## src/rtl/assert_gate_pkg.sv

```systemverilog
// Shared types and helpers for the assertion gate monitor.
package assert_gate_pkg;

  // Gate state: HOLDOFF after reset, ARMED while checks count, OFF when disarmed.
  typedef enum logic [1:0] {
    HOLDOFF = 2'd0,
    ARMED   = 2'd1,
    OFF     = 2'd2
  } gate_state_e;

  // Width of a channel index; a single channel still needs one bit.
  function automatic int ch_idx_w(input int n);
    return (n > 2) ? $clog2(n) : 1;
  endfunction

  // Increment that sticks at max_v instead of wrapping.
  function automatic logic [31:0] sat_inc(input logic [31:0] v, input logic [31:0] max_v);
    return (v >= max_v) ? v : v + 32'd1;
  endfunction

endpackage

```

## src/rtl/assert_gate_sat_cnt.sv

```systemverilog
// CNT_W-bit saturating counter with synchronous clear and increment enable.
module assert_gate_sat_cnt
  import assert_gate_pkg::*;
#(
  parameter int CNT_W = 16
) (
  input  logic             clk,
  input  logic             rst,
  input  logic             clr,
  input  logic             inc,
  output logic [CNT_W-1:0] cnt
);

  localparam logic [CNT_W-1:0] CNT_MAX = '1;

  logic [CNT_W-1:0] cnt_q;
  logic [CNT_W-1:0] cnt_d;

  // Clear has priority over increment; increment holds at the all-ones value.
  always_comb begin
    cnt_d = cnt_q;
    if (clr) begin
      cnt_d = '0;
    end else if (inc) begin
      cnt_d = CNT_W'(sat_inc(32'(cnt_q), 32'(CNT_MAX)));
    end
  end

  // Count register.
  always_ff @(posedge clk) begin
    if (rst) begin
      cnt_q <= '0;
    end else begin
      cnt_q <= cnt_d;
    end
  end

  assign cnt = cnt_q;

endmodule

```

## src/rtl/assert_gate_monitor.sv

```systemverilog
// Aggregates per-channel boolean checks into pass/fail counts, sticky fail
// flags and a first-failure record, gated by arm/disarm control and a
// post-reset holdoff. Optional macro ASSERT_GATE_PASS_CNT_EN builds the pass
// counters; without it pass_cnt reads as zero.
module assert_gate_monitor
  import assert_gate_pkg::*;
#(
  parameter int NUM_CH         = 4,
  parameter int HOLDOFF_CYCLES = 8,
  parameter int CNT_W          = 16,
  parameter int TS_W           = 32
) (
  input  logic                        clk,
  input  logic                        rst,
  input  logic [NUM_CH-1:0]           check_valid,
  input  logic [NUM_CH-1:0]           check_ok,
  input  logic [NUM_CH-1:0]           ch_en_mask,
  input  logic                        assert_on,
  input  logic                        assert_off,
  input  logic                        clr,
  output logic                        armed,
  output logic [NUM_CH*CNT_W-1:0]     pass_cnt,
  output logic [NUM_CH*CNT_W-1:0]     fail_cnt,
  output logic [NUM_CH-1:0]           fail_sticky,
  output logic                        first_fail_valid,
  output logic [ch_idx_w(NUM_CH)-1:0] first_fail_ch,
  output logic [TS_W-1:0]             first_fail_ts
);

  localparam int CH_W = ch_idx_w(NUM_CH);
  localparam int HO_W = (HOLDOFF_CYCLES > 1) ? $clog2(HOLDOFF_CYCLES) : 1;
  localparam logic [HO_W-1:0] HO_LAST = HO_W'((HOLDOFF_CYCLES > 0) ? HOLDOFF_CYCLES - 1 : 0);

  gate_state_e       state_q, state_d;
  logic [HO_W-1:0]   ho_q, ho_d;
  logic [TS_W-1:0]   ts_q, ts_d;
  logic [NUM_CH-1:0] sticky_q, sticky_d;
  logic              ffv_q, ffv_d;
  logic [CH_W-1:0]   ffch_q, ffch_d;
  logic [TS_W-1:0]   ffts_q, ffts_d;
  logic [NUM_CH-1:0] counted;
  logic [NUM_CH-1:0] fail_hit;

  // Next state: holdoff expiry, then assert_on, with assert_off overriding both.
  always_comb begin
    state_d = state_q;
    ho_d    = ho_q;
    ts_d    = ts_q + TS_W'(1);
    if (state_q == HOLDOFF) begin
      if (ho_q == HO_LAST) begin
        state_d = ARMED;
      end else begin
        ho_d = ho_q + HO_W'(1);
      end
    end
    if (assert_on && (state_q != ARMED)) begin
      state_d = ARMED;
    end
    if (assert_off) begin
      state_d = OFF;
    end
  end

  // A check counts only from the registered ARMED state, unmasked, and not under clr.
  always_comb begin
    counted = '0;
    if ((state_q == ARMED) && !clr) begin
      counted = check_valid & ch_en_mask;
    end
    fail_hit = counted & ~check_ok;
  end

  // Sticky flags and first-failure capture; the lowest failing channel wins a tie.
  always_comb begin
    sticky_d = sticky_q | fail_hit;
    ffv_d    = ffv_q;
    ffch_d   = ffch_q;
    ffts_d   = ffts_q;
    if (clr) begin
      sticky_d = '0;
      ffv_d    = 1'b0;
      ffch_d   = '0;
      ffts_d   = '0;
    end else if (!ffv_q && (|fail_hit)) begin
      ffv_d  = 1'b1;
      ffts_d = ts_q;
      for (int i = NUM_CH - 1; i >= 0; i--) begin
        if (fail_hit[i]) begin
          ffch_d = CH_W'(i);
        end
      end
    end
  end

  // Control and record registers; reset restarts the holdoff window.
  always_ff @(posedge clk) begin
    if (rst) begin
      if (HOLDOFF_CYCLES == 0) begin
        state_q <= ARMED;
      end else begin
        state_q <= HOLDOFF;
      end
      ho_q     <= '0;
      ts_q     <= '0;
      sticky_q <= '0;
      ffv_q    <= 1'b0;
      ffch_q   <= '0;
      ffts_q   <= '0;
    end else begin
      state_q  <= state_d;
      ho_q     <= ho_d;
      ts_q     <= ts_d;
      sticky_q <= sticky_d;
      ffv_q    <= ffv_d;
      ffch_q   <= ffch_d;
      ffts_q   <= ffts_d;
    end
  end

  for (genvar i = 0; i < NUM_CH; i++) begin : g_fail
    assert_gate_sat_cnt #(.CNT_W(CNT_W)) u_fail_cnt (
      .clk (clk),
      .rst (rst),
      .clr (clr),
      .inc (fail_hit[i]),
      .cnt (fail_cnt[i*CNT_W +: CNT_W])
    );
  end

`ifdef ASSERT_GATE_PASS_CNT_EN
  logic [NUM_CH-1:0] pass_hit;
  assign pass_hit = counted & check_ok;

  for (genvar i = 0; i < NUM_CH; i++) begin : g_pass
    assert_gate_sat_cnt #(.CNT_W(CNT_W)) u_pass_cnt (
      .clk (clk),
      .rst (rst),
      .clr (clr),
      .inc (pass_hit[i]),
      .cnt (pass_cnt[i*CNT_W +: CNT_W])
    );
  end
`else
  assign pass_cnt = '0;
`endif

  assign armed            = (state_q == ARMED);
  assign fail_sticky      = sticky_q;
  assign first_fail_valid = ffv_q;
  assign first_fail_ch    = ffch_q;
  assign first_fail_ts    = ffts_q;

endmodule

```

## config.mk

```make
export PLATFORM = sky130hd
export DESIGN_NAME = assert_gate_monitor
export DESIGN_NICKNAME = d
export VERILOG_FILES = /design/src/rtl/assert_gate_pkg.sv /design/src/rtl/assert_gate_sat_cnt.sv /design/src/rtl/assert_gate_monitor.sv
export SDC_FILE = /design/constraint.sdc
export NUM_CORES = 1
export LEC_CHECK = 0
export ABC_CLOCK_PERIOD_IN_PS = 2400
export CAP_MARGIN = 30
export CORE_MARGIN = 2
export CORE_UTILIZATION = 45
export DETAILED_ROUTE_END_ITERATION = 16
export DONT_BUFFER_PORTS = 1
export PLACE_DENSITY = 0.71
export SETUP_SLACK_MARGIN = 0.5
export SYNTH_ARGS = -nofsm -noshare
export SYNTH_HDL_FRONTEND = slang
export SYNTH_SLANG_ARGS = --single-unit
```

## constraint.sdc

```tcl
create_clock -name clk -period 2.4 [get_ports clk]
set_clock_uncertainty 0.1 [all_clocks]
set_input_delay 0.36 -clock clk [delete_from_list [all_inputs] [get_ports clk]]
set_output_delay 0.36 -clock clk [all_outputs]
set_load 0.005 [all_outputs]
```

==> flow_metrics.env, run 1 <==
export IMPL_cp_data_required_time_ps=2610
export IMPL_yosysUniqueCellTypes=49
export IMPL_p_sw_share_pct=23.6
export IMPL_grt_max_degree=65
export IMPL_p_switching_mw=1.21
export IMPL_nFillCells=1321
export IMPL_dp_hpwl_mm=11.2
export IMPL_drt_first_pass_iters=5
export IMPL_dieArea_mm2=0.0168
export IMPL_maxCapViolCount=0
export IMPL_synthFlopType="dfxtp_1"
export IMPL_register_area_mm2=0.00285
export IMPL_clock_power_share_pct=49.9
export IMPL_viasPerCell=5.80
export IMPL_track_usage_pct=21.4
export IMPL_netlist_top_cell_by_area="dfxtp_1"
export IMPL_syn_cell_area_mm2=0.00712
export IMPL_synth_top_area_share_pct=39.4
export IMPL_fin_tns_setup_ps=0
export IMPL_reg2reg_slack_ps=330
export IMPL_area_delta_synth_final_pct=23.4
export IMPL_synth_most_common_cell="dfxtp_1"
export IMPL_coreArea_mm2=0.0153
export IMPL_r2r_end="g_fail[0].u_fail_cnt.cnt[12]"
export IMPL_p_leak_nw=2.76
export IMPL_vias=6409
export IMPL_ys_top_cells_by_count="140 x dfxtp_1, 126 x nand2_1, 67 x buf_4"
export IMPL_io_buffers=0
export IMPL_rsz0062_at_grt="true"
export IMPL_cts_buffers=17
export IMPL_grt_pass1_vias=5807
export IMPL_gp_congestion=0.857
export IMPL_crit_path_max_fanout=5
export IMPL_htreeDepth=4
export IMPL_io_pins=185
export IMPL_pre_cts_slack_ps=110
export IMPL_hold_path_end="g_fail[2].u_fail_cnt.cnt[5]"
export IMPL_die_w_um=130
export IMPL_cts_reportedPaths_clkPinSlew_ps=60
export IMPL_synth_xor_area_share_pct=1.72
export IMPL_period_share_pct=86.3
export IMPL_synthMuxAreaShare_pct=8.31
export IMPL_pwr_share_comb_pct=4.1
export IMPL_cts_tree="built"
export IMPL_start_util_pct=46.5
export IMPL_finalHoldViolations=0
export IMPL_p_int_mw=3.89
export IMPL_drtIter0Drc=277
export IMPL_wl_per_cell_um=16.9
export IMPL_cts_sinks=140
export IMPL_cts_path_max_buffers=2
export IMPL_maxClockFrequency_mhz=483
export IMPL_finalSetupViolCount=0
export IMPL_netlist_instances=838
export IMPL_yosysWarnings=0
export IMPL_final_min_clock_period_ps=2070
export IMPL_cp_end_kind="flip-flop"
export IMPL_worst_pin_slew_ps=827
export IMPL_final_setup_worst_slack_ps=329
export IMPL_wirelength_mm=18.6
export IMPL_grt_pass1_wl_mm=29.0
export IMPL_drive_above_1_share_pct=21.2
export IMPL_hold_class="input pin to flip-flop"
export IMPL_num_rows=45
export IMPL_peakVddDrop_mv=0.490
export IMPL_synth_simple_area_share_pct=27.6
export IMPL_drv_slew=0
export IMPL_ys_seq_elements=140
export IMPL_multiInputGateArea_mm2=0.00436
export IMPL_nets=904
export IMPL_avgSynthCellArea_um2=8.49
export IMPL_antenna_found_initial=1
export IMPL_slew_headroom_pct=44.8
export IMPL_synth_compound_area_share_pct=11.8
export IMPL_ant_nets=0
export IMPL_path_class="flip-flop to flip-flop"
export IMPL_reg2reg_depth=5
export IMPL_seq_power_share_pct=46.0
export IMPL_synth_edf_count=0
export IMPL_yosysSeqAreaShare_pct=39.4
export IMPL_clockRootBuffer="clkbuf_16"
export IMPL_clk_latency_ps=420
export IMPL_hold_depth=2
export IMPL_min_from="rst"
export IMPL_yosys_area_share_adder_pct=1.23
export IMPL_synth_top_family_by_area="simple AND/OR/NAND/NOR gates"
export IMPL_r2r_start="state_q[0]"
export IMPL_worstPathArrival_ps=2280
export IMPL_async_flop_share_pct=0
export IMPL_drc_errors=0
export IMPL_crit_path_start_kind="flip-flop"
export IMPL_overflow=0
export IMPL_power_density_mw_per_mm2=581
export IMPL_status="complete, no violations"
export IMPL_ys_top_cells_by_area="dfxtp_1 39%, mux2i_1 8.2%, buf_4 7.1%"
export IMPL_die_y_um=130
## through the flow
step | instances | power, mW | hold slack, ps | cell area [um2] | utilization, %
after global routing | 1104 | 5.27 | 4.46 | 8780 | 57.3
after global placement | 1025 | 2.55 | 333 | 7200 | 47.0
after detailed placement | 1025 | 2.55 | 331 | 7200 | 47.0
final | 1105 | 5.10 | 18.1 | 8780 | 57.3
after floorplan | 901 | 2.61 | 338 | 7470 | -
after CTS | 1089 | 5.13 | 1.99 | 8320 | 54.4
## cells by family (layout without fill, tap and decap cells)
logic type	count (synthesis)	after routing
AND/OR/NAND/NOR	372	374
flip-flops	140	140
AO/OA/AOI/OAI	126	126
buffers and inverters	119	109
multiplexers	59	59
XOR/XNOR	14	14
adder cells (fa/ha/maj)	7	7
other	1	65
## metal layers
layer / part of all wire [%] / vias to the layer above / track usage (%)
met5: 0 / - / 0
met4: 0.98 / 0 / 7.27
met3: 7.4 / 16 / 6.64
met2: 50 / 253 / 35.2
met1: 42 / 3065 / 26.8
li1: - / 3075 / -
## worst max path at each step
stage / from / endpoint / slack (ps) / cells after the start
final: state_q[0] / g_fail[0].u_fail_cnt.cnt[12] / 330 / 5
after global routing: state_q[0] / g_fail[0].u_fail_cnt.cnt[12] / 270 / 5
after CTS: state_q[0] / g_fail[3].u_fail_cnt.cnt[15] / 330 / 4
after detailed placement: clr / first_fail_ts[23] / 110 / 5
after global placement: clr / first_fail_ts[9] / 170 / 5
after floorplan: clr / g_fail[3].u_fail_cnt.cnt[11] / 210 / 6
## power by group through the flow
stage	combinational [mW]	clock (mW)	sequential, mW
final	0.209	2.54	2.34
after global routing	0.236	2.69	2.34
after CTS	0.199	2.59	2.35
after detailed placement	0.146	0	2.40
after global placement	0.144	0	2.40
after floorplan	0.207	0	2.40
## placed cells by master (no fill, tap or decap), drive strengths merged, types with 8 or more instances in the layout
cell type,Yosys,layout
mux2i,58,58
dfxtp,140,140
buf,70,61
inv,15,17
a21oi,48,48
nor2,37,37
nand4,31,31
or3,33,33
o311ai,9,9
or4,29,29
nor4,22,22
conb,1,64
nand3,32,34
o21ai,12,12
o41ai,10,10
o31ai,28,28
nand2,126,126
nor3,18,18
clkinvlp,0,8
clkbuf,34,19
and4,18,18
## worst max-delay path: stages (launching register included)
cell and delay, ps:
dfxtp_2 320, or3b_4 420, buf_6 140, or4_4 440, or4_1 410, o211a_1 140
## state kept, by name, indices dropped and copies added, names as in the netlist
register and count:
g_fail.u_fail_cnt.cnt 64, first_fail_ts 32, ts_q 32, fail_sticky 4
ho_q 3, first_fail_ch 2, state_q 2, first_fail_valid 1
## area by class of cell
type,instances,share of cell area [%]
multi-input cells,644,49.7
flip-flops and latches,140,32.4
repair buffers,62,7.74
clock buffers,19,5.16
well taps,211,3.01
clock inverters,13,1.34
inverters,15,0.641
diodes,1,0.0285
## what timing repair did
| action | CTS | global route |
|---|---|---|
| pin swaps | 13 | 21 |
| endpoints found under the setup margin | 98 | 95 |
| hold buffers | 2 | 0 |
| endpoints found under the hold margin | 38 | 0 |
| gates cloned | 5 | 1 |
| buffers inserted | 25 | 14 |
| gates resized for setup | 55 | 80 |
Power figures use the tool's default switching activity.
==> run 2, diff against run 1 <==
==> constraint.sdc (replaced) <==
create_clock -name clk -period 2.4 [get_ports clk]
set_clock_uncertainty 0.1 [all_clocks]
set_input_delay 0.24 -clock clk [delete_from_list [all_inputs] [get_ports clk]]
set_output_delay 0.24 -clock clk [all_outputs]
set_load 0.005 [all_outputs]
==> run 2 against run 1 <==
- register-to-register slack improved by 20 ps
- clock power increased by 13%
- sequential share of layout area decreased by 0.30 points
- die area did not move
- global-route usage increased by 0.33 points
- combinational power rose by 14%
- first-iteration DRC count rose by 31%
- sequential power about the same
==> flow_metrics.env, run 2 (synthesis gave the netlist of run 1 again) <==
export IMPL_cp_end_kind="flip-flop"
export IMPL_r2r_start="state_q[1]"
export IMPL_gp_congestion=0.845
export IMPL_num_rows=45
export IMPL_crit_path_start_kind="flip-flop"
export IMPL_maxCapViolCount=0
export IMPL_vias=6403
export IMPL_crit_path_max_fanout=8
export IMPL_area_delta_synth_final_pct=24.7
export IMPL_htreeDepth=4
export IMPL_hold_class="input pin to flip-flop"
export IMPL_cts_sinks=140
export IMPL_r2r_end="g_fail[3].u_fail_cnt.cnt[13]"
export IMPL_placed_area_mm2=0.00720
export IMPL_reg2reg_depth=4
export IMPL_grt_max_degree=60
export IMPL_path_class="flip-flop to flip-flop"
export IMPL_whs_ps=49.6
export IMPL_dp_hpwl_mm=11.4
export IMPL_period_share_pct=85.5
export IMPL_power_density_mw_per_mm2=615
export IMPL_die_w_um=130
export IMPL_dieArea_mm2=0.0168
export IMPL_antenna_cells=0
export IMPL_antenna_found_initial=0
export IMPL_die_y_um=130
export IMPL_clk_latency_ps=420
export IMPL_final_min_clock_period_ps=2050
export IMPL_critPathLaunch="state_q[1]"
export IMPL_drtIter0Drc=364
export IMPL_reg2reg_slack_ps=350
export IMPL_nFillCells=1353
export IMPL_drive_above_1_share_pct=19.3
export IMPL_io_pins=185
export IMPL_io_buffers=0
export IMPL_p_leak_nw=2.85
export IMPL_status="complete, no violations"
export IMPL_drc_errors=0
export IMPL_ant_nets=0
export IMPL_track_usage_pct=21.7
export IMPL_clockRootBuffer="clkbuf_16"
export IMPL_coreArea_mm2=0.0153
export IMPL_worstPathArrival_ps=2300
export IMPL_cts_path_max_buffers=2
export IMPL_wl_per_cell_um=17.0
export IMPL_fin_tns_setup_ps=0
export IMPL_cts_reportedPaths_clkPinSlew_ps=60
export IMPL_slew_headroom_pct=42.0
export IMPL_drv_slew=0
export IMPL_worst_pin_slew_ps=870
export IMPL_finalSetupViolCount=0
export IMPL_grt_pass1_vias=5844
export IMPL_overflow=0
export IMPL_start_util_pct=46.5
export IMPL_layout_common_cells="123 x nand2_1, 115 x dfxtp_1, 64 x conb_1"
export IMPL_cp_data_required_time_ps=2650
export IMPL_cts_tree="built"
export IMPL_wirelength_mm=19.0
export IMPL_drt_first_pass_iters=5
export IMPL_postLayoutCellArea_mm2=0.00887
export IMPL_rsz0062_at_grt="true"
export IMPL_maxClockFrequency_mhz=487
export IMPL_cts_buffers=17
export IMPL_peakVddDrop_mv=0.532
export IMPL_finalHoldViolations=0
export IMPL_nets=923
export IMPL_grt_pass1_wl_mm=29.1
export IMPL_largest_reg_flops=64
export IMPL_crit_path_end="g_fail[3].u_fail_cnt.cnt[13]"
export IMPL_viasPerCell=5.71
export IMPL_layout_commonest_cell="nand2_1"
-- run 2: cell count changes in the layout (fill, tap and decap cells not counted), sizes merged, moves of 2 or more --
cell	previous run	this run
dlygate4sd3	1	25
clkinv	2	4
nand3	34	32
clkinvlp	8	4
buf	61	56
bufinv	1	5
-- run 2: timing repair --
item | in CTS | in global routing
hold endpoints to repair | 59 | 0
buffers inserted | 19 | 14
hold buffers | 26 | 0
gates resized for setup | 33 | 69
pin swaps | 9 | 14
cloned | 4 | 1
endpoints found under the setup margin | 70 | 86
-- run 2: worst min path at each step --
stage / start / end / slack (ps) / cells past startpoint
2_1_floorplan: assert_off / state_q[0] / 210 / 1
3_3_place_gp: rst / ts_q[0] / 210 / 1
3_5_place_dp: rst / state_q[1] / 210 / 1
4_1_cts: rst / ts_q[0] / 30 / 2
5_1_grt: rst / ts_q[28] / 50 / 2
6_report: rst / ts_q[26] / 50 / 2
-- run 2: worst max-delay path: stages (launching register included) --
cell	delay [ps]
dfxtp_4	360
or3b_4	420
or4b_4	550
or4_1	410
a21oi_1	140
-- run 2: area by class of cell --
cell class	count	area, um2	area share (%)
multi-input cells	643	4200	47.4
repair buffers	82	852	9.60
clock buffers	17	425	4.79
inverters	15	56.3	0.635
flip-flops and latches	140	2850	32.1
clock inverters	14	220	2.48
well taps	211	264	2.98
-- run 2: where the power goes --
part           internal [mW]  switching, mW  leakage [nW]  total, mW
combinational          0.101          0.138          1.40      0.239
clock                   1.84           1.03         0.302       2.87
sequential              2.33         0.0128          1.14       2.35
total                   4.27           1.18          2.85       5.46
-- run 2: metal layers --
metal  global-route usage [%]  share of wire, %
met5                        0                 0
met3                     8.00               7.9
met2                     35.9                49
met1                     25.4                41
met4                     9.61               2.2
-- run 2: through the flow --
stage	setup slack, ps	power (mW)	std cells	utilization [%]
after detailed placement	155	2.54	1027	47.0
after floorplan	273	2.61	901	-
after global placement	194	2.54	1027	47.0
after CTS	374	5.50	1107	55.3
final	347	5.46	1122	57.9
after global routing	293	5.65	1122	57.9
==> run 3, diff against run 2 <==
- ABC_CLOCK_PERIOD_IN_PS: 2400 -> 2000
- PLACE_DENSITY: 0.71 -> 0.69
- clock period: 2.4 -> 2 ns (I/O delays scaled with it)
==> run 3 against run 2 <==
- the run now ends with setup timing left
- first-iteration DRC count up 28%
- sequential cell count unchanged
- total power up 19%
- critical path depth up 6
- wire length up 16%
- count of clock-buffer cells in the layout up 3
- maximum frequency down 1.2%
- non-clock buffer count up 74
- worst setup slack worse by 430 ps
- core utilization up 9.9 points
- die area unchanged
- critical endpoint is now first_fail_ts[20]
- highest routed layer unchanged
==> flow_metrics.env, run 3 (synthesis gave the netlist of run 1 again) <==
export IMPL_drive_above_1_share_pct=39.8
export IMPL_gp_congestion=0.864
export IMPL_reg2reg_depth=10
export IMPL_die_y_um=130
export IMPL_p_int_mw=5.01
export IMPL_cts_reportedPaths_clkPinSlew_ps=60
export IMPL_drt_first_pass_iters=5
export IMPL_period_share_pct=104
export IMPL_power_density_mw_per_mm2=623
export IMPL_cts_path_max_buffers=2
export IMPL_clockRootBuffer="clkbuf_16"
export IMPL_antenna_cells=0
export IMPL_grt_max_degree=103
export IMPL_final_min_clock_period_ps=2080
export IMPL_viasPerCell=5.75
export IMPL_final_setup_worst_slack_ps=-78.6
export IMPL_crit_path_cell_trace="buf_6 -> buf_6 -> nor3b_4 -> buf_4 -> buf_6 -> nand2_4 -> a41oi_4 -> buf_6 -> clkbuf_16 -> mux2i_1"
export IMPL_num_rows=45
export IMPL_fin_tns_setup_ps=-1610
export IMPL_worstPathArrival_ps=2330
export IMPL_r2r_start="state_q[1]"
export IMPL_status="complete, but fails checks"
export IMPL_clock_power_share_pct=52.1
export IMPL_cp_data_required_time_ps=2250
export IMPL_cp_end_kind="flip-flop"
export IMPL_reg2reg_slack_ps=-80
export IMPL_layout_common_cells="121 x nand2_1, 96 x buf_4, 95 x dfxtp_1"
export IMPL_cp_slowest_cell="dfxtp_2"
export IMPL_die_w_um=130
export IMPL_finalSetupViolCount=39
export IMPL_clk_latency_ps=420
export IMPL_nets=997
export IMPL_area_delta_synth_final_pct=46.0
export IMPL_start_util_pct=46.5
export IMPL_path_buf_inv=6
export IMPL_wirelength_mm=22.1
export IMPL_grt_pass1_vias=6304
export IMPL_finalHoldViolations=0
export IMPL_placed_area_mm2=0.00787
export IMPL_maxClockFrequency_mhz=481
export IMPL_p_leak_nw=3.53
export IMPL_worst_pin_slew_ps=872
export IMPL_drv_slew=0
export IMPL_dp_hpwl_mm=11.8
export IMPL_critPathLaunch="state_q[1]"
export IMPL_dr_wl_met3_mm=1.23
export IMPL_r2r_end="first_fail_ts[20]"
export IMPL_peakVddDrop_mv=0.601
export IMPL_cts_sinks=140
export IMPL_postLayoutCellArea_mm2=0.0104
export IMPL_io_pins=185
export IMPL_violations="setup timing"
export IMPL_maxCapViolCount=0
export IMPL_drtIter0Drc=466
export IMPL_crit_family="buffers and inverters"
export IMPL_p_sw_share_pct=22.5
export IMPL_overflow=0
export IMPL_seq_power_share_pct=43.4
export IMPL_htreeDepth=4
export IMPL_whs_ps=28.3
export IMPL_slew_headroom_pct=41.9
export IMPL_met1Wirelength_mm=9.01
export IMPL_top_layer="met4"
export IMPL_stdcell_count=1197
export IMPL_grt_pass1_wl_mm=31.3
export IMPL_dieArea_mm2=0.0168
export IMPL_slowest_delay_ps=320
export IMPL_hold_class="input pin to flip-flop"
export IMPL_ant_nets=0
export IMPL_dp_cells=1084
export IMPL_vias=6885
export IMPL_track_usage_pct=23.1
export IMPL_cts_buffers=17
export IMPL_p_switching_mw=1.46
export IMPL_largest_reg_flops=64
export IMPL_drc_errors=0
export IMPL_crit_top_cell="buf_6"
export IMPL_pwr_share_comb_pct=4.5
export IMPL_crit_path_start_kind="flip-flop"
export IMPL_crit_path_end="first_fail_ts[20]"
export IMPL_wl_per_cell_um=18.4
export IMPL_coreArea_mm2=0.0153
export IMPL_antenna_found_initial=0
export IMPL_crit_path_max_fanout=8
export IMPL_layout_commonest_cell="nand2_1"
export IMPL_io_buffers=0
export IMPL_wl_met2_mm=11.3
export IMPL_rsz0062_at_grt="true"
export IMPL_path_class="flip-flop to flip-flop"
export IMPL_cts_tree="built"
export IMPL_path_depth=10
[run 3: worst min path at each step]
stage	from	endpoint	cells after the start
finish	rst	ts_q[8]	2
global route	rst	ts_q[19]	2
CTS	rst	ts_q[0]	2
detailed placement	rst	ts_q[0]	1
global placement	assert_off	state_q[0]	1
floorplan	assert_off	state_q[0]	1
[run 3: final cells by class]
| type | instances | area, um2 |
|---|---|---|
| flip-flops and latches | 140 | 2890 |
| repair buffers | 156 | 1510 |
| clock buffers | 20 | 478 |
| clock inverters | 12 | 160 |
| well taps | 211 | 264 |
| fillers | 1135 | 4920 |
| inverters | 15 | 56.3 |
| multi-input cells | 643 | 5030 |
[run 3: power groups by stage]
stage	registers [mW]	clock network, mW	logic (mW)
after floorplan	2.88	0	0.249
after global routing	2.81	3.55	0.321
final	2.81	3.37	0.291
after detailed placement	2.88	0	0.179
after CTS	2.81	3.40	0.255
after global placement	2.88	0	0.176
[run 3: timing repair]
item                                    4_1_cts  5_1_grt
cloned                                        3        5
hold endpoints to repair                     59        0
pin swaps                                    51       38
resized for setup                           134      132
buffers inserted                             47       22
hold buffers                                  4        0
endpoints found under the setup margin      122      128
[run 3: metal layers]
metal  track usage [%]  up-vias
li1                  -     3248
met1              27.8     3348
met2              39.8      245
met3              6.07       44
met4              8.41        0
met5                 0        -
[run 3: metrics by stage]
stage / power, mW / util (%) / worst slack [ps]
4_1_cts: 6.47 / 62.3 / -61.3
2_1_floorplan: 3.13 / - / -127
5_1_grt: 6.68 / 67.8 / -132
6_report: 6.47 / 67.8 / -78.6
3_5_place_dp: 3.06 / 51.4 / -188
3_3_place_gp: 3.06 / 51.4 / -149
